### config.mk
export PLATFORM = sky130hd
export DESIGN_NAME = alu_arbiter
export DESIGN_NICKNAME = d
export VERILOG_FILES = /design/src/rtl/alu_arbiter.sv
export SDC_FILE = /design/constraint.sdc
export NUM_CORES = 1
export LEC_CHECK = 0
export BUFFER_PORTS_ARGS = -buffer_cell sky130_fd_sc_hd__buf_2
export CORE_UTILIZATION = 30
export CTS_BUF_LIST = sky130_fd_sc_hd__clkbuf_8
export DETAILED_ROUTE_END_ITERATION = 8
export GPL_ROUTABILITY_DRIVEN = 0
export SLEW_MARGIN = 40
export SYNTH_ARGS = -nofsm -noshare
export SYNTH_HDL_FRONTEND = slang
export SYNTH_SLANG_ARGS = --single-unit
### constraint.sdc
create_clock -name CLK -period 2.6 [get_ports CLK]
set_clock_uncertainty 0.05 [all_clocks]
set_input_delay 0.39 -clock CLK [delete_from_list [all_inputs] [get_ports CLK]]
set_output_delay 0.39 -clock CLK [all_outputs]
set_load 0.03 [all_outputs]
### src/rtl/alu_arbiter.sv
// rtl/alu_arbiter.sv - round-robin arbiter sharing one registered ALU between NREQ requesters
// Optional build macro: ALU_ARB_FIXED_PRIO_EN selects fixed lowest-index priority instead of round-robin.
module alu_arbiter #(
  parameter int WIDTH   = 8,
  parameter int NREQ    = 4,
  parameter int ALU_LAT = 1
) (
  input  logic                  CLK,
  input  logic                  RST,
  input  logic [NREQ-1:0]       REQ_VALID,
  output logic [NREQ-1:0]       REQ_READY,
  input  logic [WIDTH*NREQ-1:0] REQ_A,
  input  logic [WIDTH*NREQ-1:0] REQ_B,
  input  logic [NREQ-1:0]       REQ_CIN,
  input  logic [4*NREQ-1:0]     REQ_SEL,
  output logic [NREQ-1:0]       RSP_VALID,
  output logic [WIDTH-1:0]      RSP_Y,
  output logic [WIDTH-1:0]      ALU_A,
  output logic [WIDTH-1:0]      ALU_B,
  output logic                  ALU_CIN,
  output logic [3:0]            ALU_SEL,
  input  logic [WIDTH-1:0]      ALU_Y,
  output logic                  BUSY
);

  localparam int IDX_W = (NREQ > 1) ? $clog2(NREQ) : 1;

  typedef enum logic [1:0] {S_IDLE, S_WAIT, S_RESP} state_t;

  state_t           state;
  logic [IDX_W-1:0] owner;
  logic [2:0]       cnt;
  logic [IDX_W-1:0] grant_idx;
  logic             grant_found;
  logic             handshake;

`ifndef ALU_ARB_FIXED_PRIO_EN
  logic [IDX_W-1:0] ptr;
`endif

  // Pick the winning requester among the currently valid ones
  always_comb begin
    grant_found = 1'b0;
    grant_idx   = '0;
`ifdef ALU_ARB_FIXED_PRIO_EN
    for (int i = NREQ - 1; i >= 0; i--) begin
      if (REQ_VALID[i]) begin
        grant_found = 1'b1;
        grant_idx   = IDX_W'(i);
      end
    end
`else
    for (int i = 0; i < NREQ; i++) begin
      int               cand;
      logic [IDX_W-1:0] cand_idx;
      cand = int'(ptr) + i;
      if (cand >= NREQ) cand = cand - NREQ;
      cand_idx = IDX_W'(cand);
      if (!grant_found && REQ_VALID[cand_idx]) begin
        grant_found = 1'b1;
        grant_idx   = cand_idx;
      end
    end
`endif
  end

  // Ready is offered only in IDLE, and never while reset is asserted so a reset cycle cannot complete a handshake
  always_comb begin
    REQ_READY = '0;
    if (state == S_IDLE && !RST && grant_found) REQ_READY = NREQ'(1) << grant_idx;
  end

  assign handshake = |(REQ_VALID & REQ_READY);
  assign BUSY      = (state != S_IDLE);

  // Control FSM: issue the granted operation, count down the ALU latency, return the result
  always_ff @(posedge CLK) begin
    if (RST) begin
      state     <= S_IDLE;
      owner     <= '0;
      cnt       <= '0;
      RSP_VALID <= '0;
      RSP_Y     <= '0;
      ALU_A     <= '0;
      ALU_B     <= '0;
      ALU_CIN   <= 1'b0;
      ALU_SEL   <= '0;
`ifndef ALU_ARB_FIXED_PRIO_EN
      ptr       <= '0;
`endif
    end else begin
      case (state)
        S_IDLE: begin
          if (handshake) begin
            ALU_A   <= REQ_A[grant_idx*WIDTH +: WIDTH];
            ALU_B   <= REQ_B[grant_idx*WIDTH +: WIDTH];
            ALU_CIN <= REQ_CIN[grant_idx];
            ALU_SEL <= REQ_SEL[grant_idx*4 +: 4];
            owner   <= grant_idx;
            cnt     <= 3'(ALU_LAT);
`ifndef ALU_ARB_FIXED_PRIO_EN
            ptr     <= (grant_idx == IDX_W'(NREQ - 1)) ? '0 : grant_idx + 1'b1;
`endif
            state   <= S_WAIT;
          end
        end
        S_WAIT: begin
          // The extra WAIT cycle at cnt==0 is where the registered ALU output becomes valid
          if (cnt == 3'd0) begin
            RSP_Y     <= ALU_Y;
            RSP_VALID <= NREQ'(1) << owner;
            state     <= S_RESP;
          end else begin
            cnt <= cnt - 3'd1;
          end
        end
        S_RESP: begin
          RSP_VALID <= '0;
          state     <= S_IDLE;
        end
        default: begin
          RSP_VALID <= '0;
          state     <= S_IDLE;
        end
      endcase
    end
  end

endmodule
==> Yosys cells after proc, flatten, opt, wreduce, memory -nomap -nowiden <==
Cells that the tools add are included.
{ "word_totals": {"regBits": 42, "inputBits": 98, "output_inout_bits": 38, "wordCells": 91} }
{ "op_classes": {"addsub": 9, "n_lt_le_gt_ge": 9, "eq_ne": 5, "shift": 5, "n_mux": 32, "bitwise_logic": 2, "n_reduce_logical": 19} }
{ "ops": {"columns": ["op", "count"], "rows": [
  ["$shiftx A32 B6 Y8", 2],
  ["$mux W2", 11],
  ["$shiftx A16 B5 Y4", 1],
  ["$lt A2 B3 Y1 const B", 5],
  ["$bmux W1 S2", 5],
  ["$ge A3 B3 Y1 const B", 3],
  ["$mux W1", 9],
  ["$mux W4", 2],
  ["$pmux W4 S2", 1],
  ["$reduce_and A2 Y1", 4],
  ["$shl A1 B2 Y4 const A", 2],
  ["$sub A2 B1 Y2 const B", 4],
  ["$add A2 B2 Y3 const B", 2],
  ["$mux W3", 2],
  ["$ne A2 B2 Y1 const B", 3],
  ["$pmux W3 S2", 1],
  ["$logic_and A1 B1 Y1", 5],
  ["$and A4 B4 Y4", 1],
  ["$logic_not A1 Y1", 4],
  ["$pmux W2 S2", 1],
  ["$reduce_bool A2 Y1", 2],
  ["$reduce_or A4 Y1", 1],
  ["$add A2 B1 Y3 const B", 1],
  ["$ge A2 B3 Y1 const B", 1],
  ["other kinds (8)", 8]
]} }

==> Depth between registers and ports, before layout <==
{ "logic_depth": {"depth_word": 20, "depth_mapped": 12, "ltp_nobuf": 9} }

==> Least setup slack after synthesis <==
Ideal clock, no wire load.
{ "synth_path": {"kind": "register to register", "from": "reg ptr[1]", "to": "reg ALU_A[0]", "setup_ns": 0.122, "t_arrival_ns": 2.381, "required_time_ns": 2.428, "setup_slack_ns": 0.047, "path_stages_with_launch": 13, "n_path_buf": 3, "period_less_slack_ns": 2.553, "path_cell_list": "dfxtp_1 > mux2i_1 > o22ai_2 > or2_1 > buf_6 > inv_2 > buf_2 > ha_1 > a211o_1 > o21a_1 > nor2_2 > buf_4 > a221o_1"} }
{ "synth_via": {"elab_chain_len": 19, "word_cells_on_any_way": 44, "classes_between": "7 x add/sub; 4 x order compare; 2 x shift; 21 x mux; 1 x bitwise; 9 x reduce/logical"} }
{ "synth_rtl": {"columns": ["element", "line", "source"], "rows": [
  ["from (decl)", "38", "logic [IDX_W-1:0] ptr;"],
  ["from (signal assigned)", "102", "ptr <= (grant_idx == IDX_W'(NREQ - 1)) ? '0 : grant_idx + 1'b1;"],
  ["branches (longest 19 deep; another with $add A2 B1 Y3)", null, null],
  ["to (signal assigned)", "95", "ALU_A <= REQ_A[grant_idx*WIDTH +: WIDTH];"],
  ["to (decl)", "18", "output logic [WIDTH-1:0] ALU_A,"]
]} }
Several ways; the timed one is not identified. The select of a mux whose other input is x is not followed.
A chain may end at the register's enable or synchronous reset.

==> Worst setup path after layout <==
{ "layout_path": {"from": "reg ptr[1]", "to": "out REQ_READY[3]"} }
{ "layout_via": {"elab_chain_len": 16, "word_cells_on_any_way": 40, "classes_between": "7 x add/sub; 4 x order compare; 1 x shift; 21 x mux; 7 x reduce/logical"} }
{ "layout_rtl": {"columns": ["element", "line", "source"], "rows": [
  ["branches (longest 15 deep; another with $add A2 B1 Y3)", null, null],
  ["$mux W4 (*)", "70", "if (state == S_IDLE && !RST && grant_found) REQ_READY = NREQ'(1) << grant_idx;"],
  ["to (decl)", "11", "output logic [NREQ-1:0] REQ_READY,"]
]} }
Every way passes the cells marked *. The select of a mux whose other input is x is not followed.

==> metrics.cfg <==
[power]
switching_share = 0.352
p_clk_frac = 0.279
intPower_uw = 1430
power_density_nw_per_um2 = 693
combPwrFrac = 0.364
power_frac_seq = 0.357
p_leak_uw = 0.00163
switching_power_uw = 779
ir_drop_uv = 255

[floorplan]
die_y_um = 89.5
placementRows = 31
design.die.area_um2 = 8000
die_x_um = 89.5
io_pins = 136
coreArea_um2 = 7330
initial_utilization = 0.313

[setup_path]
startpoint_type = flop
path_class = flop to output port
worstSetupEndpointType = output port
crit_chain = mux2i_1, o22ai_2, or2_2, inv_2, ha_1, and2_1, buf_2
slowest_delay_ps = 400
critPathMaxFanout = 6
critPathSlowestCell = dfxtp_2
crit_required_ps = 2160
arrival_ps = 1990

[finish]
final_common_cell = buf_2
num-nets-final = 518
area_growth_pct = 39.2
drive_gt1_frac = 0.411
diodes = 0
final_cell_mix = buf_2, nand2_1, dfxtp_1
fin_area_um2 = 3190

[logic_synthesis]
synthSimpleGateAreaFrac = 0.234
synthAdderAreaFrac = 0.0164
ys_warn_count = 0
syn_inst = 286
syn-num-nets = 387
netlist_area_um2 = 2290
ys_types = 37
ys_ff_latch = 42
synth_top_family_by_area = simple AND/OR/NAND/NOR gates
syn_avg_cell_area_um2 = 8.02
synth_xor_area_frac = 0
synth_mux_area_frac = 0.118
seq_area_frac_synth = 0.366
synth_compound_area_frac = 0.206

[clocking]
cts.clk_slew.worst_paths_ps = 90
tritoncts = yes
root_buffer = clkbuf_8
clkLatencyLatePin_ps = 300
holdBufCountCts = 0
cts_max_level = 2
cts_made_buffers = 5
cts.sinks = 42
cts_buffer_depth = 2

[place]
post_dp_cell_area_um2 = 3050
pre_cts_slack_ps = 108
io_buffers = 135
dp_hpwl_mm = 4.74

[global_routing]
grt_start_max_net_pins = 44
antenna_found_initial = 0
track_usage = 0.160
gr-total-overflow = 0
grt_pass1_wl_mm = 9.94
grt_pass1_vias = 2229

[sta]
finalWorstSetupSlack_ps = 171
finalSetupViolCount = 0
slew_headroom = 0.595
hold_viol = 0
rsz0062_at_grt = no
slew_viol_final = 0
fmax_mhz = 412
finalCritPeriodShare = 0.934
worstMarginPinSlew_ps = 602
fin_setup_tns_ps = 0
period_needed_ps = 2430

[route]
drc = 0
drtIter0Drc = 63
ant_nets = 0
finalWirelength_mm = 6.29
wl_per_cell_um = 12.2
vias = 2433
via_per_inst = 4.71
drt_first_pass_iters = 4

[min_path]
holdCritPathClass = input port to flop

[status]
status = finished clean

[flow_run]
drv_cap = 0

power groups by stage:
stage                     logic, uW  clock network [uW]  registers, uW
final                           806                 617            791
after global routing            893                 672            803
after CTS                       812                 639            790
after detailed placement        808                   0            804
after global placement          801                   0            805
after floorplan                 425                   0            949
cells in the mapped netlist, drive strengths merged:
cell,number,share of area
nand2,87,0.14
dfxtp,42,0.37
a21oi,30,0.065
mux2i,18,0.079
a221o,13,0.057
nor2,13,0.022
buf,10,0.034
o21ai,10,0.032
inv,8,0.013
mux2,8,0.039
nand3b,8,0.026
clkbuf,7,0.012
a32oi,4,0.015
nand2b,4,0.011
ha,3,0.016
a211o,2,0.0076
a31oi,2,0.0055
and2,2,0.0055
nor2b,2,0.0055
nor3,2,0.0065
o21a,2,0.0065
o22ai,2,0.011
or2,2,0.0055
a211oi,1,0.0033
a21o,1,0.0033
and3,1,0.0049
nand3,1,0.0022
nor4,1,0.0027
worst max-delay path, delay by kind of cell (launching register included):
kind / cells / cell delay [ps]
AO/OA/AOI/OAI: 1 / 120
adder cells (fa/ha/maj): 1 / 150
buffers and inverters: 2 / 290
flip-flops: 1 / 400
multiplexers: 1 / 250
AND/OR/NAND/NOR: 2 / 500
per-stage QoR:
stage | hold WS (ps) | cells | power [uW] | utilization
detailed placement | 397 | 509 | 1610 | 0.416
finish | 266 | 517 | 2210 | 0.436
global route | 265 | 517 | 2370 | 0.436
global placement | 390 | 509 | 1610 | 0.416
CTS | 258 | 517 | 2240 | 0.434
floorplan | 398 | 286 | 1370 | -
flip-flops by register name, summed over array words and instances (netlist names), 3 cells and up:
| signal | count |
|---|---|
| ALU_A | 8 |
| ALU_B | 8 |
| ALU_SEL | 4 |
| RSP_VALID | 4 |
| RSP_Y | 8 |
| cnt | 3 |
metal layers:
metal,GRT usage,routed length [um]
met5,0,0
met4,0.0404,64
met3,0.0369,459
met2,0.290,2860
met1,0.190,2910
area by class of cell:
cell class / instances / area, um2
multi-input cells: 219 / 1320
flip-flops and latches: 42 / 842
repair buffers: 141 / 737
clock buffers: 5 / 68.8
inverters: 8 / 30.0
clock inverters: 3 / 68.8
well taps: 99 / 124
fillers: 763 / 4140
repair_timing:
action,4_1_cts,5_1_grt
hold endpoints to repair,0,0
resized for setup,0,3
setup buffers,0,0
setup endpoints to repair,0,16
cell families after synthesis:
group | after synthesis
flops | 42
simple gates | 123
fa+ha+maj | 3
buf+inv | 25
compound gates | 67
mux | 26
final timing paths:
path / start / to / slack (ps) / cells after the start
min: ALU_Y[1] / RSP_Y[1] / 270 / 3
min reg2reg: RSP_Y[1] / RSP_Y[1] / 410 / 2
max: ptr[1] / REQ_READY[3] / 170 / 7
max reg2reg: ptr[1] / ALU_A[7] / 300 / 9
(Power assumes the default switching activity.)
